## src/rtl/vp_controller.sv

```systemverilog
// Load value-prediction controller: per-PC 2-bit confidence table, speculation
// window with timeout, and checkpoint/flush sequencing for misprediction recovery.
module vp_controller #(
  parameter int INDEX_WIDTH     = 6,
  parameter int THRESH          = 2,
  parameter int MAX_SPEC_CYCLES = 32,
  parameter int ADDR_WIDTH      = 32
) (
  input  logic                  clk,
  input  logic                  rst,
  input  logic                  miss_valid,
  input  logic [ADDR_WIDTH-1:0] miss_pc,
  input  logic                  dc_resp_valid,
  input  logic                  vp_correct,
  input  logic                  vp_mismatch,
  input  logic                  recover_done,
  output logic                  vp_en,
  output logic                  ckpt_save,
  output logic                  ckpt_restore,
  output logic                  flush,
  output logic                  mem_stall,
  output logic                  spec_active,
  output logic [31:0]           pred_cnt,
  output logic [31:0]           mispred_cnt
);

  localparam int ENTRIES = 1 << INDEX_WIDTH;
  localparam int TW      = (MAX_SPEC_CYCLES > 1) ? $clog2(MAX_SPEC_CYCLES) : 1;

  typedef enum logic [1:0] {IDLE, WAIT_NOPRED, SPEC, RECOVER} state_e;

  state_e                 state_q, state_d;
  logic [INDEX_WIDTH-1:0] idx_q, idx_d;
  logic [TW-1:0]          timer_q, timer_d;
  logic                   sticky_q, sticky_d;
  logic                   pend_q, pend_d;
  logic [31:0]            pred_cnt_q, mispred_cnt_q;
  logic [1:0]             conf_q [ENTRIES];

  logic [INDEX_WIDTH-1:0] rd_idx;
  logic [1:0]             conf_rd, conf_cur, conf_inc, conf_dec, conf_wdata;
  logic                   conf_we, hit, timeout, rec_done, rec_data_ok;
  logic                   vp_en_c, save_c, restore_c, flush_c, stall_c, spec_c;
  logic                   pred_inc, mis_inc;
  logic                   unused_pc_bits;

  assign rd_idx   = miss_pc[INDEX_WIDTH+1:2];
  assign conf_rd  = conf_q[rd_idx];
  assign conf_cur = conf_q[idx_q];
  assign conf_inc = (conf_cur == 2'd3) ? 2'd3 : conf_cur + 2'd1;
  assign conf_dec = (conf_cur == 2'd0) ? 2'd0 : conf_cur - 2'd1;
  assign hit      = 32'(conf_rd) >= 32'(THRESH);
  assign timeout  = timer_q == TW'(MAX_SPEC_CYCLES - 1);
  // Recovery may finish before or after the outstanding fill; either order is fine.
  assign rec_done    = sticky_q | recover_done;
  assign rec_data_ok = ~pend_q | dc_resp_valid;

  assign unused_pc_bits = ^{miss_pc[ADDR_WIDTH-1:INDEX_WIDTH+2], miss_pc[1:0]};

  always_comb begin
    state_d    = state_q;
    idx_d      = idx_q;
    timer_d    = timer_q;
    sticky_d   = sticky_q;
    pend_d     = pend_q;
    conf_we    = 1'b0;
    conf_wdata = conf_cur;
    vp_en_c    = 1'b0;
    save_c     = 1'b0;
    restore_c  = 1'b0;
    flush_c    = 1'b0;
    stall_c    = 1'b0;
    spec_c     = 1'b0;
    pred_inc   = 1'b0;
    mis_inc    = 1'b0;
    unique case (state_q)
      IDLE: begin
        if (miss_valid) begin
          idx_d = rd_idx;
          if (hit) begin
            state_d  = SPEC;
            vp_en_c  = 1'b1;
            save_c   = 1'b1;
            pred_inc = 1'b1;
            timer_d  = '0;
          end else begin
            state_d = WAIT_NOPRED;
          end
        end
      end
      WAIT_NOPRED: begin
        stall_c = 1'b1;
        if (dc_resp_valid) begin
          conf_we    = 1'b1;
          conf_wdata = conf_inc;
          state_d    = IDLE;
        end
      end
      SPEC: begin
        spec_c  = 1'b1;
        timer_d = timer_q + TW'(1);
        // Mismatch outranks correct, and any resolution outranks the timeout.
        if (vp_mismatch) begin
          flush_c    = 1'b1;
          restore_c  = 1'b1;
          mis_inc    = 1'b1;
          conf_we    = 1'b1;
          conf_wdata = 2'd0;
          pend_d     = 1'b0;
          state_d    = RECOVER;
        end else if (vp_correct) begin
          conf_we    = 1'b1;
          conf_wdata = conf_inc;
          state_d    = IDLE;
        end else if (timeout) begin
          flush_c    = 1'b1;
          restore_c  = 1'b1;
          mis_inc    = 1'b1;
          conf_we    = 1'b1;
          conf_wdata = conf_dec;
          pend_d     = 1'b1;
          state_d    = RECOVER;
        end
      end
      RECOVER: begin
        stall_c = 1'b1;
        if (recover_done)  sticky_d = 1'b1;
        if (dc_resp_valid) pend_d   = 1'b0;
        if (rec_done && rec_data_ok) begin
          sticky_d = 1'b0;
          pend_d   = 1'b0;
          state_d  = IDLE;
        end
      end
      default: state_d = IDLE;
    endcase
  end

  always_ff @(posedge clk) begin
    if (rst) begin
      state_q       <= IDLE;
      idx_q         <= '0;
      timer_q       <= '0;
      sticky_q      <= 1'b0;
      pend_q        <= 1'b0;
      pred_cnt_q    <= '0;
      mispred_cnt_q <= '0;
    end else begin
      state_q  <= state_d;
      idx_q    <= idx_d;
      timer_q  <= timer_d;
      sticky_q <= sticky_d;
      pend_q   <= pend_d;
      if (pred_inc) pred_cnt_q    <= pred_cnt_q + 32'd1;
      if (mis_inc)  mispred_cnt_q <= mispred_cnt_q + 32'd1;
    end
  end

  always_ff @(posedge clk) begin
    if (rst) begin
      for (int e = 0; e < ENTRIES; e++) conf_q[e] <= 2'd0;
    end else if (conf_we) begin
      conf_q[idx_q] <= conf_wdata;
    end
  end

  // Outputs are masked while reset is asserted so no stale pulse escapes.
  assign vp_en        = vp_en_c   & ~rst;
  assign ckpt_save    = save_c    & ~rst;
  assign ckpt_restore = restore_c & ~rst;
  assign flush        = flush_c   & ~rst;
  assign mem_stall    = stall_c   & ~rst;
  assign spec_active  = spec_c    & ~rst;
  assign pred_cnt     = rst ? 32'd0 : pred_cnt_q;
  assign mispred_cnt  = rst ? 32'd0 : mispred_cnt_q;

endmodule

```

## config.mk

```make
export PLATFORM = sky130hd
export DESIGN_NAME = vp_controller
export DESIGN_NICKNAME = d
export VERILOG_FILES = /design/src/rtl/vp_controller.sv
export SDC_FILE = /design/constraint.sdc
export NUM_CORES = 1
export LEC_CHECK = 0
export CORE_UTILIZATION = 30
export DETAILED_ROUTE_END_ITERATION = 7
export PLACE_DENSITY = 0.52
export SLEW_MARGIN = 25
export SYNTH_ARGS = -nofsm -noshare
export SYNTH_HDL_FRONTEND = slang
export SYNTH_SLANG_ARGS = --single-unit
```

## constraint.sdc

```tcl
create_clock -name clk -period 3.25 [get_ports clk]
set_input_delay 0.325 -clock clk [delete_from_list [all_inputs] [get_ports clk]]
set_output_delay 0.325 -clock clk [all_outputs]
set_load 0.005 [all_outputs]
```

==> results.sh <==
export IMPL_status="complete, no violations"
export IMPL_first_pass_iters=5
export IMPL_crit_path_top_delay_cell="mux4_2"
export IMPL_p_leak_nw=4.79
export IMPL_cp_required_ps=3500
export IMPL_stdcell_area_um2=14300
export IMPL_finish_net_count=1260
export IMPL_finalCoreUtilization_pct=37.5
export IMPL_initial_core_util_pct=30.7
export IMPL_grt_start_max_net_pins=146
export IMPL_cts_buffer_depth=3
export IMPL_seq_area_frac_synth_pct=47.5
export IMPL_post_route_drc_count=0
export IMPL_crit_fanout=20
export IMPL_final_setup_viol_count=0
export IMPL_postSynthCellCount=1140
export IMPL_routedWlPerCell_um=19.6
export IMPL_area_growth_syn_to_layout_pct=22.2
export IMPL_fillers=3795
export IMPL_fin_crit_ps=3190
export IMPL_max_stage_delay_ps=520
export IMPL_cp_end_kind="flip-flop"
export IMPL_clockRootBuffer="clkbuf_16"
export IMPL_syn_area_um2=11700
export IMPL_preCtsSetupSlack_ps=-119
export IMPL_crit_top_cell="buf_12"
export IMPL_antenna_left=0
export IMPL_synth_top_area_cell="edfxtp_1"
export IMPL_max_freq_mhz=314
export IMPL_tightest_slew_ps=678
export IMPL_synthArstFlopShare_pct=0
export IMPL_crit_path_cell_trace="buf_12, buf_4, mux4_2, mux2_2, mux4_2, o22ai_4, inv_2, a21oi_4, buf_12, buf_12, nor4_1"
export IMPL_rows=71
export IMPL_grtUsageTotal_pct=17.2
export IMPL_drtIter0Drc=643
export IMPL_synth_top_area_share_pct=32.9
export IMPL_p_total_mw=8.58
export IMPL_yosysWarnings=0
export IMPL_synthTopCellsByCount="edfxtp_1, nand2_1, dfxtp_1"
export IMPL_crit_path_end="conf_q[28][0]"
export IMPL_synth_edf_count=128
export IMPL_antenna_found_initial=1
export IMPL_hold_viol=0
export IMPL_r2r_cells=11
export IMPL_first_global_vias=9083
export IMPL_finalWorstSetupSlack_ps=64.5
export IMPL_drive_gt1_share_pct=17.2
export IMPL_hold_buffers=0
export IMPL_clk_pin_slew_ps=60
export IMPL_fin_worst_skew_ps=9.13
export IMPL_powerDensity_nw_per_um2=601
export IMPL_core_um2=38000
export IMPL_ios=109
export IMPL_num_vias=9279
export IMPL_reg2reg_slack_ps=60
export IMPL_cp_arrival_ps=3440
export IMPL_synthFlopType="edfxtp_1"
export IMPL_synth_most_common_cell="edfxtp_1"
export IMPL_die_area_um2=39700
export IMPL_synth_fp_nets=1188
export IMPL_htreeDepth=1
export IMPL_dpl_instance_area_um2=13300
export IMPL_r2r_end="conf_q[28][0]"
export IMPL_slew_violations=0
export IMPL_path_class="flip-flop to flip-flop"
export IMPL_port_buffers=82
export IMPL_start_kind="flip-flop"
export IMPL_clock_sinks=213
export IMPL_synth_cell_type_count=68
export IMPL_routabilityCongestion=0.827
export IMPL_max_cap_viol_count=0
export IMPL_cts_buffers=25
export IMPL_synth_ff_latch_count=213
export IMPL_post_route_period_util_pct=98.0
export IMPL_die_y_um=199
export IMPL_vias_per_cell=5.33
export IMPL_insertedDiodeCount=0
export IMPL_wl_mm=34.1
export IMPL_clk_latency_ps=530
export IMPL_tritoncts="yes"
export IMPL_fp_dieW_um=199
export IMPL_min_delay_path_class="primary input to flip-flop"
export IMPL_vdd_drop_max_mv=0.588
export IMPL_slew_headroom_pct=54.5
export IMPL_post_dp_hpwl_mm=22.8
export IMPL_grt_overflow=0
export IMPL_whs_ps=393
export IMPL_synthTopCellsByArea="edfxtp_1, dfxtp_1, mux4_2"
export IMPL_grt_pass1_wl_mm=53.2
export IMPL_postSynthAreaPerCell_um2=10.2
area by class of cell:
| class | count | area (µm²) | share of cell area [%] |
|---|---|---|---|
| clock buffer | 39 | 749 | 5.25 |
| clock inverter | 6 | 80.1 | 0.561 |
| inverter | 21 | 78.8 | 0.552 |
| multi-input combinational | 805 | 5660 | 39.7 |
| sequential | 213 | 5550 | 38.9 |
| tap | 511 | 639 | 4.48 |
| timing repair buffer | 146 | 1520 | 10.6 |
layout by cell type, fill, tap and decap left out, drive strengths merged, types with 31 or more instances in the layout:
cell type / netlist / final
edfxtp: 128 / 128
nand2: 126 / 126
dfxtp: 85 / 85
nor2: 83 / 83
clkdlybuf4s50: 0 / 79
nor2b: 65 / 65
buf: 43 / 64
nor3: 57 / 57
a21oi: 57 / 57
nor4: 47 / 47
o21ai: 45 / 45
clkbuf: 58 / 40
mux4: 39 / 39
nand3: 32 / 32
mux2: 32 / 32
a211oi: 31 / 31
worst min-delay path by stage:
stage                      start                 to  depth (start not counted)
after floorplan           pend_q             pend_q                          2
after global placement    pend_q             pend_q                          2
after detailed placement  pend_q             pend_q                          2
after CTS                    rst      pred_cnt_q[0]                          3
after global routing         rst  mispred_cnt_q[11]                          3
final                        rst      pred_cnt_q[1]                          3
routing by layer:
| metal | track usage [%] | vias to the layer above | wire (µm) |
|---|---|---|---|
| met5 | 0 | - | 0 |
| met4 | 3.65 | 0 | 639 |
| met3 | 3.34 | 36 | 2430 |
| met2 | 26.7 | 291 | 15200 |
| met1 | 24.7 | 4590 | 15800 |
| li1 | - | 4362 | - |
worst max-delay path, delay by kind of cell, from the launching register on:
family,cells,cell delay (ps)
and+or+nand+nor,1,70
DFF,1,380
AOI/OAI and AO/OA,2,370
muxes,3,1290
buffers and inverters,5,750
stage by stage:
stage	setup TNS, ps	instances
after floorplan	0	1140
after global placement	-2240	1689
after detailed placement	-1830	1689
after CTS	0	1735
after global routing	-5.36	1741
final	0	1741
cells by family (layout without fill, tap and decap cells):
| kind of cell | Yosys count | in the layout | synth area share, % |
|---|---|---|---|
| and+or+nand+nor | 494 | 494 | 22.2 |
| AOI/OAI and AO/OA | 178 | 178 | 9.70 |
| DFF | 213 | 213 | 47.5 |
| muxes | 98 | 98 | 13.0 |
| xor gates and xnor gates | 26 | 26 | 1.95 |
| buffers and inverters | 122 | 212 | 4.69 |
| adders and majority gates | 9 | 9 | 0.964 |
report_power, final:
group | switching [mW] | total (mW) | internal (mW)
clock network | 1.14 | 2.88 | 1.73
logic | 1.65 | 2.60 | 0.951
registers | 0.137 | 3.10 | 2.97
total | 2.93 | 8.58 | 5.65
sequential cells by signal, summed over array words and instances (netlist names), named ones only:
signal         flops
idx_q              6
timer_q            5
state_q            2
sticky_q           1
pend_q             1
mispred_cnt_q     32
conf_q           128
pred_cnt_q        32
what timing repair did:
action / 4_1_cts / 5_1_grt
resized for setup: 6 / 11
setup buffers: 1 / 5
endpoints found under the setup margin: 7 / 61
pin swaps: 2 / 0
cloned: 0 / 1
No activity file was read; power rests on OpenSTA's default activity.
